`src/rtl/bounce_sequence_monitor_if.sv`:
```
// Sample/clear inputs and registered status outputs of the bounce sequence monitor.
// The master side drives the samples and the slave side is the monitor.
interface bounce_sequence_monitor_if #(
  parameter int CNT_W = 8
);
  logic             clear;
  logic             valid;
  logic [2:0]       n;
  logic             locked;
  logic             dir_up;
  logic [2:0]       expected_n;
  logic [CNT_W-1:0] bounce_count;
  logic             error_pulse;
  logic [CNT_W-1:0] error_count;
  logic             error_seen;

  modport master (
    output clear, valid, n,
    input  locked, dir_up, expected_n, bounce_count,
    input  error_pulse, error_count, error_seen
  );

  modport slave (
    input  clear, valid, n,
    output locked, dir_up, expected_n, bounce_count,
    output error_pulse, error_count, error_seen
  );
endinterface

```
`src/rtl/bounce_sequence_monitor.sv`:
```
// Tracks a 0..7 up/down bounce counter, counts reversals and flags sequence breaks.
// 1-cycle latency, all outputs registered; no backpressure, valid=0 holds everything.
module bounce_sequence_monitor #(
  parameter int CNT_W = 8
) (
  input  logic                        clk,
  input  logic                        reset,
  bounce_sequence_monitor_if.slave    bus
);

  typedef enum logic [1:0] {
    IDLE    = 2'd0,
    ACQUIRE = 2'd1,
    LOCKED  = 2'd2
  } state_t;

  localparam logic [CNT_W-1:0] CNT_ONE = {{(CNT_W-1){1'b0}}, 1'b1};
  localparam logic [CNT_W-1:0] CNT_MAX = {CNT_W{1'b1}};

  state_t           state_q, state_d;
  logic [2:0]       last_n_q, last_n_d;
  logic             dir_up_q, dir_up_d;
  logic [2:0]       expected_q, expected_d;
  logic [CNT_W-1:0] bounce_q, bounce_d;
  logic             err_pulse_q, err_pulse_d;
  logic [CNT_W-1:0] err_cnt_q, err_cnt_d;
  logic             err_seen_q, err_seen_d;

  logic             step_legal;
  logic             step_match;

  // Next value along the current direction; the ends fold back instead of wrapping.
  function automatic logic [2:0] next_expected(input logic [2:0] last, input logic up);
    if (up) begin
      return (last == 3'd7) ? 3'd6 : last + 3'd1;
    end
    return (last == 3'd0) ? 3'd1 : last - 3'd1;
  endfunction

  function automatic logic [CNT_W-1:0] sat_inc(input logic [CNT_W-1:0] v);
    return (v == CNT_MAX) ? v : v + CNT_ONE;
  endfunction

  assign step_legal = ((last_n_q != 3'd7) && (bus.n == last_n_q + 3'd1)) ||
                      ((last_n_q != 3'd0) && (bus.n == last_n_q - 3'd1));
  assign step_match = (bus.n == expected_q);

  always_ff @(posedge clk or negedge reset) begin
    if (!reset) begin
      state_q     <= IDLE;
      last_n_q    <= 3'd0;
      dir_up_q    <= 1'b0;
      expected_q  <= 3'd0;
      bounce_q    <= '0;
      err_pulse_q <= 1'b0;
      err_cnt_q   <= '0;
      err_seen_q  <= 1'b0;
    end else begin
      state_q     <= state_d;
      last_n_q    <= last_n_d;
      dir_up_q    <= dir_up_d;
      expected_q  <= expected_d;
      bounce_q    <= bounce_d;
      err_pulse_q <= err_pulse_d;
      err_cnt_q   <= err_cnt_d;
      err_seen_q  <= err_seen_d;
    end
  end

  always_comb begin
    state_d = state_q;
    if (bus.clear) begin
      state_d = IDLE;
    end else if (bus.valid) begin
      case (state_q)
        IDLE:    state_d = ACQUIRE;
        ACQUIRE: state_d = step_legal ? LOCKED : ACQUIRE;
        LOCKED:  state_d = step_match ? LOCKED : ACQUIRE;
        default: state_d = IDLE;
      endcase
    end
  end

  always_comb begin
    last_n_d    = last_n_q;
    dir_up_d    = dir_up_q;
    expected_d  = expected_q;
    bounce_d    = bounce_q;
    err_pulse_d = 1'b0;
    err_cnt_d   = err_cnt_q;
    err_seen_d  = err_seen_q;
    if (bus.clear) begin
      last_n_d   = 3'd0;
      dir_up_d   = 1'b0;
      expected_d = 3'd0;
      bounce_d   = '0;
      err_cnt_d  = '0;
      err_seen_d = 1'b0;
    end else if (bus.valid) begin
      last_n_d = bus.n;
      case (state_q)
        ACQUIRE: begin
          if (step_legal) begin
            dir_up_d = (bus.n > last_n_q);
          end else begin
            err_pulse_d = 1'b1;
            err_cnt_d   = sat_inc(err_cnt_q);
            err_seen_d  = 1'b1;
          end
        end
        LOCKED: begin
          if (step_match) begin
            // Matching a sample taken at either end is a reversal.
            if (last_n_q == 3'd7) begin
              dir_up_d = 1'b0;
              bounce_d = sat_inc(bounce_q);
            end else if (last_n_q == 3'd0) begin
              dir_up_d = 1'b1;
              bounce_d = sat_inc(bounce_q);
            end
          end else begin
            err_pulse_d = 1'b1;
            err_cnt_d   = sat_inc(err_cnt_q);
            err_seen_d  = 1'b1;
          end
        end
        default: ;
      endcase
      expected_d = (state_d == LOCKED) ? next_expected(last_n_d, dir_up_d) : 3'd0;
    end
  end

  assign bus.locked       = (state_q == LOCKED);
  assign bus.dir_up       = dir_up_q;
  assign bus.expected_n   = expected_q;
  assign bus.bounce_count = bounce_q;
  assign bus.error_pulse  = err_pulse_q;
  assign bus.error_count  = err_cnt_q;
  assign bus.error_seen   = err_seen_q;

endmodule

```
`src/flat_wrapper.sv`:
```
// flat-port wrapper written by rule: the top's interface ports become plain ports
module bounce_sequence_monitor_flat 
#(
  parameter int CNT_W = 8
)
  (clk, reset, bus_clear, bus_valid, bus_n, bus_locked, bus_dir_up, bus_expected_n, bus_bounce_count, bus_error_pulse, bus_error_count, bus_error_seen);
  bounce_sequence_monitor_if #(.CNT_W(CNT_W)) bus_i ();
  input  logic clk;
  input  logic reset;
  input wire logic [$bits(bus_i.clear)-1:0] bus_clear;
  input wire logic [$bits(bus_i.valid)-1:0] bus_valid;
  input wire logic [$bits(bus_i.n)-1:0] bus_n;
  output wire logic [$bits(bus_i.locked)-1:0] bus_locked;
  output wire logic [$bits(bus_i.dir_up)-1:0] bus_dir_up;
  output wire logic [$bits(bus_i.expected_n)-1:0] bus_expected_n;
  output wire logic [$bits(bus_i.bounce_count)-1:0] bus_bounce_count;
  output wire logic [$bits(bus_i.error_pulse)-1:0] bus_error_pulse;
  output wire logic [$bits(bus_i.error_count)-1:0] bus_error_count;
  output wire logic [$bits(bus_i.error_seen)-1:0] bus_error_seen;
  assign bus_i.clear = bus_clear;
  assign bus_i.valid = bus_valid;
  assign bus_i.n = bus_n;
  assign bus_locked = bus_i.locked;
  assign bus_dir_up = bus_i.dir_up;
  assign bus_expected_n = bus_i.expected_n;
  assign bus_bounce_count = bus_i.bounce_count;
  assign bus_error_pulse = bus_i.error_pulse;
  assign bus_error_count = bus_i.error_count;
  assign bus_error_seen = bus_i.error_seen;
  bounce_sequence_monitor #(.CNT_W(CNT_W)) u_core (.clk(clk), .reset(reset), .bus(bus_i));
endmodule
```
`config.mk`:
```
export PLATFORM = sky130hd
export DESIGN_NAME = bounce_sequence_monitor_flat
export DESIGN_NICKNAME = d
export VERILOG_FILES = /design/src/rtl/bounce_sequence_monitor_if.sv /design/src/rtl/bounce_sequence_monitor.sv /design/src/flat_wrapper.sv
export SDC_FILE = /design/constraint.sdc
export NUM_CORES = 1
export LEC_CHECK = 0
export CORE_MARGIN = 2
export CORE_UTILIZATION = 30
export CTS_BUF_LIST = sky130_fd_sc_hd__clkbuf_16
export CTS_CLUSTER_SIZE = 40
export DETAILED_ROUTE_END_ITERATION = 8
export PLACE_DENSITY = 0.63
export SLEW_MARGIN = 20
export SYNTH_ARGS = -nofsm -noshare
export SYNTH_HDL_FRONTEND = slang
export SYNTH_SLANG_ARGS = --single-unit
```
`constraint.sdc`:
```
create_clock -name clk -period 2.25 [get_ports clk]
set_clock_uncertainty 0.1 [all_clocks]
set_input_delay 0.45 -clock clk [delete_from_list [all_inputs] [get_ports clk]]
set_output_delay 0.45 -clock clk [all_outputs]
set_load 0.03 [all_outputs]
```
Yosys cells after proc, flatten, opt, wreduce, memory -nomap -nowiden
Index checks and enable logic that the tools add are counted.
W data, S select, Z words.
{ "totals": {"regBits": 27, "input_bits": 7, "out_inout_bits": 23, "elab_cells": 91} }
{ "classes": {"n_addsub": 6, "magnitude_cmp": 1, "n_eq_ne": 13, "muxes": 49, "reduce_logical": 14} }
{ "op_table": {"columns": ["cell", "n"], "rows": [
  ["$mux W8", 12],
  ["$mux W3", 9],
  ["$mux W1", 19],
  ["$add A8 B1 Y8 const B", 2],
  ["$eq A8 B8 Y1 const B", 2],
  ["$pmux W8 S2", 1],
  ["$eq A3 B3 Y1", 3],
  ["$ne A3 B3 Y1 const B", 3],
  ["$reduce_bool A3 Y1", 3],
  ["$mux W2", 4],
  ["$reduce_and A4 Y1", 2],
  ["$add A3 B1 Y3 const B", 2],
  ["$eq A3 B3 Y1 const B", 2],
  ["$logic_not A3 Y1", 2],
  ["$pmux W1 S2", 3],
  ["$pmux W2 S3", 1],
  ["$reduce_bool A2 Y1", 3],
  ["$sub A3 B1 Y3 const B", 2],
  ["$eq A2 B2 Y1 const B", 2],
  ["$gt A3 B3 Y1", 1],
  ["$eq A2 B1 Y1 const B", 1],
  ["$logic_and A1 B1 Y1", 2],
  ["$logic_not A2 Y1", 1],
  ["$logic_or A1 B1 Y1", 1]
]} }

Logic depth before layout (Yosys ltp)
{ "logic_depth": {"word_depth": 15, "ltp_mapped": 9, "mapped_depth_nobuf": 8} }

Worst setup path after synthesis
Ideal clock, no wire load.
{ "synth_timing": {"path_kind": "reg-to-reg", "from": "register u_core.last_n_q[0]", "to": "register u_core.expected_q[2], in the netlist u_core.bus.expected_n[2]", "setup_time_ns": 0.087, "arrival_time_ns": 2.219, "required_ns": 2.063, "setup_slack_ns": -0.156, "stages_incl_launch_ff": 9, "path_buffers": 0, "synth_period_minus_slack_ns": 2.406, "cell_sequence": "dfrtp_1 > ha_1 > ha_1 > xor2_1 > o41ai_1 > o211ai_1 > a2111oi_4 > o21ai_1 > o211ai_1"} }
{ "synth_via": {"elab_chain_cells": 15, "elab_cells_between_ends": 31, "classes_between": "add/sub (2); order compare (1); eq/ne (5); mux (18); reduce/logical (5)"} }
{ "synth_lines": {"columns": ["item", "line_no", "text"], "rows": [
  ["start, declared", "bounce_sequence_monitor.sv:21", "logic [2:0] last_n_q, last_n_d;"],
  ["start signal, assigned", "bounce_sequence_monitor.sv:60", "last_n_q <= last_n_d;"],
  ["$add A3 B1 Y3 / $sub A3 B1 Y3 (equally long branches)", "bounce_sequence_monitor.sv:44, bounce_sequence_monitor.sv:45", null],
  ["$eq A3 B3 Y1 (on tied branches)", "bounce_sequence_monitor.sv:44, bounce_sequence_monitor.sv:45", null],
  ["$logic_and A1 B1 Y1 (on tied branches)", "bounce_sequence_monitor.sv:44, bounce_sequence_monitor.sv:45", null],
  ["$logic_or A1 B1 Y1", "bounce_sequence_monitor.sv:44", "assign step_legal = ((last_n_q != 3'd7) && (bus.n == last_n_q + 3'd1)) ||"],
  ["$mux W1", "bounce_sequence_monitor.sv:103", "if (step_legal) begin"],
  ["$pmux W1 S2", "bounce_sequence_monitor.sv:101", "case (state_q)"],
  ["$mux W1", "bounce_sequence_monitor.sv:99", "end else if (bus.valid) begin"],
  ["$mux W1", "bounce_sequence_monitor.sv:92", "if (bus.clear) begin"],
  ["$mux W1", "bounce_sequence_monitor.sv:34", "if (up) begin"],
  ["$mux W1", "bounce_sequence_monitor.sv:99", null],
  ["$mux W1", "bounce_sequence_monitor.sv:92", null],
  ["$mux W3", "bounce_sequence_monitor.sv:37", "return (last == 3'd0) ? 3'd1 : last - 3'd1;"],
  ["$mux W3 *", "bounce_sequence_monitor.sv:129", "expected_d = (state_d == LOCKED) ? next_expected(last_n_d, dir_up_d) : 3'd0;"],
  ["$mux W3 *", "bounce_sequence_monitor.sv:99", null],
  ["$mux W3 *", "bounce_sequence_monitor.sv:92", null],
  ["end signal, assigned", "bounce_sequence_monitor.sv:62", "expected_q <= expected_d;"],
  ["end, declared", "bounce_sequence_monitor.sv:23", "logic [2:0] expected_q, expected_d;"]
]} }
Mark *: on every way between the ends. The rest lies on a longest branch, timed or not. The select of a mux whose other input is x is not followed.
A chain may end at the register's enable or synchronous reset.

Final worst setup path
{ "layout_timing": {"from": "register u_core.last_n_q[0]", "to": "register u_core.expected_q[1], in the netlist u_core.bus.expected_n[1]"} }
Same word-level chain as after synthesis.

==> flow_metrics.tcl <==
set metrics [dict create \
    status "complete, but fails checks" \
    violations "setup timing" \
    setup_slack_ps -329.7 \
    start_util 0.3104 \
    timing.hold.ws_ps 469.4 \
    syn_area_um2 1827 \
    grt_max_degree 28 \
    syn_avg_cell_area_um2 9.874 \
    rows 28 \
    yosysUniqueCellTypes 47 \
    clk_latency_ps 260 \
    final_common_cell "buf_4" \
    dr_total_vias 1652 \
    antenna_cells 0 \
    crit_required_ps 2350 \
    hold_violations 0 \
    synth_nets 209 \
    max_stage_delay_ps 410 \
    tns_ps -2617 \
    num_io_pins 30 \
    yosys_warnings 0 \
    start_kind "flip-flop" \
    die_w_um 82.04 \
    finalSetupViolations 13 \
    route.detailed.drc 0 \
    dr.pass1.iters 4 \
    dieArea_um2 6730 \
    grt_pass1_wl_um 7810 \
    drive_gt1_frac 0.3715 \
    cp.arrival_ps 2680 \
    synthArstFlopShare 1.000 \
    dp_cells 306 \
    avgViaCountPerCell 5.037 \
    clk_pin_slew_worst_paths_ps 70 \
    drt_iter0_drc 45 \
    synth-seq-cells 27 \
    drv_cap 0 \
    crit_path_cell_trace "buf_6 -> ha_4 -> ha_4 -> xor2_4 -> buf_6 -> o41ai_4 -> o21a_1 -> o221a_4 -> mux2_4 -> o21ai_2" \
    most-common-layout-cells "29 x buf_4, 27 x dfrtp_1, 25 x clkdlybuf4s50_1" \
    wl_um 4928 \
    synth_edf_count 0 \
    wl_per_cell_um 15.02 \
    clock_sink_count 27 \
    cts_buffers 3 \
    port_buffers 29 \
    cts_buffer_depth 2 \
    ctsHoldBuffers 0 \
    die_h_um 82.04 \
    fin_nets 278 \
    ant_nets 0 \
    postSynthCellCount 185 \
    yosysSeqAreaShare 0.3699 \
    worst-setup-path-type "flip-flop to flip-flop" \
    power.density_nw_per_um2 448.5 \
    tightest_slew_ps 390.6 \
    cts_tree "yes" \
    grt_pass1_vias 1621 \
    htreeDepth 1 \
    syn_to_final_growth_pct 60.07 \
    synth-main-ff-cell "dfrtp_1" \
    rsz0062_at_grt "yes" \
    min_period_ps 2580 \
    endpoint_kind "flip-flop" \
    slew_headroom 0.7384 \
    hold_path_class "input pin to asynchronous set/reset pin" \
    gp_congestion 0.7848 \
    p_leak_nw 1.230 \
    hpwl_um 3167 \
    grt_usage 0.1502 \
    grt_remaining_overflow 0 \
    finalCritPeriodShare 1.147 \
    irDropWorstVdd_mv 0.3078 \
    final_cells 328 \
    path_max_fanout 5 \
    slew_viol_final 0 \
    core-area_um2 5886 \
    root_buffer "clkbuf_16" \
    nFillCells 557 \
    antenna_found_initial 0 \
    timing.fmax_mhz 387.6 \
    crit_path_top_delay_cell "dfrtp_1" \
]
[metrics by stage]
| stage | instance area (µm²) | power [mW] | setup slack (ps) | util |
|---|---|---|---|---|
| 2_1_floorplan | 1863 | 0.6886 | -51.42 | - |
| 3_3_place_gp | 2402 | 0.7964 | -642.1 | 0.4082 |
| 3_5_place_dp | 2402 | 0.7998 | -690.9 | 0.4082 |
| 4_1_cts | 2760 | 1.269 | -376.6 | 0.4690 |
| 5_1_grt | 2924 | 1.369 | -401.3 | 0.4968 |
| 6_report | 2924 | 1.311 | -329.7 | 0.4968 |
[cells in the mapped netlist (all sizes together) (5+ instances only)]
cell,n,area share
xnor2,5,0.024
nand4,9,0.031
nor2,17,0.035
o21ai,10,0.032
xor2,8,0.038
a21oi,8,0.022
nand3,5,0.014
nand2,10,0.021
dfrtp,27,0.37
ha,17,0.12
mux2i,6,0.033
inv,14,0.029
[final timing paths]
| check | start | endpoint | slack, ps | cells after the start |
|---|---|---|---|---|
| min reg2reg | u_core.bus.error_count[1]$_DFFE_PN0P_ | u_core.bus.error_count[1]$_DFFE_PN0P_ | 470 | 2 |
| min | reset | u_core.state_q[1]$_DFF_PN0_ | 470 | 2 |
| max | u_core.last_n_q[0]$_DFFE_PN0N_ | u_core.bus.expected_n[1]$_DFFE_PN0N_ | -330 | 10 |
| max reg2reg | u_core.last_n_q[0]$_DFFE_PN0N_ | u_core.bus.expected_n[1]$_DFFE_PN0N_ | -330 | 10 |
| min in group clk | u_core.bus.error_count[1]$_DFFE_PN0P_ | u_core.bus.error_count[1]$_DFFE_PN0P_ | 470 | 2 |
| max in group asynchronous | reset | u_core.bus.error_pulse$_DFF_PN0_ | 1320 | 2 |
[state kept, by name, indices dropped and copies added (netlist names)]
signal and cells:
u_core.bus.bounce_count 8, u_core.bus.dir_up 1, u_core.bus.error_count 8, u_core.bus.error_pulse 1
u_core.bus.error_seen 1, u_core.bus.expected_n 3, u_core.last_n_q 3, u_core.state_q 2
[critical path, delay by kind of cell, from the launching register on]
family	cells	cell delay, ps
AO/OA/AOI/OAI	4	870
XOR/XNOR	1	190
adder cells (fa/ha/maj)	2	380
buffers and inverters	2	260
flip-flops	1	410
multiplexers	1	300
[power by group]
group / total, mW / internal (mW) / switching, mW
Clock: 0.413 / 0.240 / 0.173
Combinational: 0.375 / 0.187 / 0.188
Sequential: 0.524 / 0.500 / 0.0239
Total: 1.31 / 0.927 / 0.385
[kinds of logic (layout without fill, tap and decap cells)]
| group | Yosys count | after routing | share of synthesized area |
|---|---|---|---|
| buffers and inverters | 21 | 89 | 0.04931 |
| multiplexers | 7 | 7 | 0.04109 |
| XOR/XNOR | 14 | 14 | 0.07534 |
| AND/OR/NAND/NOR | 60 | 60 | 0.1760 |
| flip-flops | 27 | 27 | 0.3699 |
| adder cells (fa/ha/maj) | 17 | 17 | 0.1164 |
| AO/OA/AOI/OAI | 39 | 39 | 0.1719 |
[cell type report]
type / count / area [µm²] / area share
inverters: 14 / 52.55 / 0.01797
flip-flops and latches: 27 / 675.6 / 0.2311
clock buffers: 3 / 75.07 / 0.02567
repair buffers: 71 / 658.1 / 0.2251
clock inverters: 1 / 5.005 / 0.001712
well taps: 75 / 93.84 / 0.03209
multi-input cells: 137 / 1364 / 0.4664
[routing by layer]
layer  wire [µm]  part of all wire  track usage
met4          67             0.014      0.04000
met1        2222              0.45       0.1982
met5           0                 0            0
met2        2509              0.51       0.2553
met3         130             0.026      0.02308
[repair_timing]
action,in CTS,in global routing
gates resized for setup,38,33
setup buffers,13,7
gates cloned,1,0
endpoints found under the hold margin,0,0
setup endpoints to repair,23,24
pin swaps,23,15
Note: power is estimated with default switching activity, not from simulation.
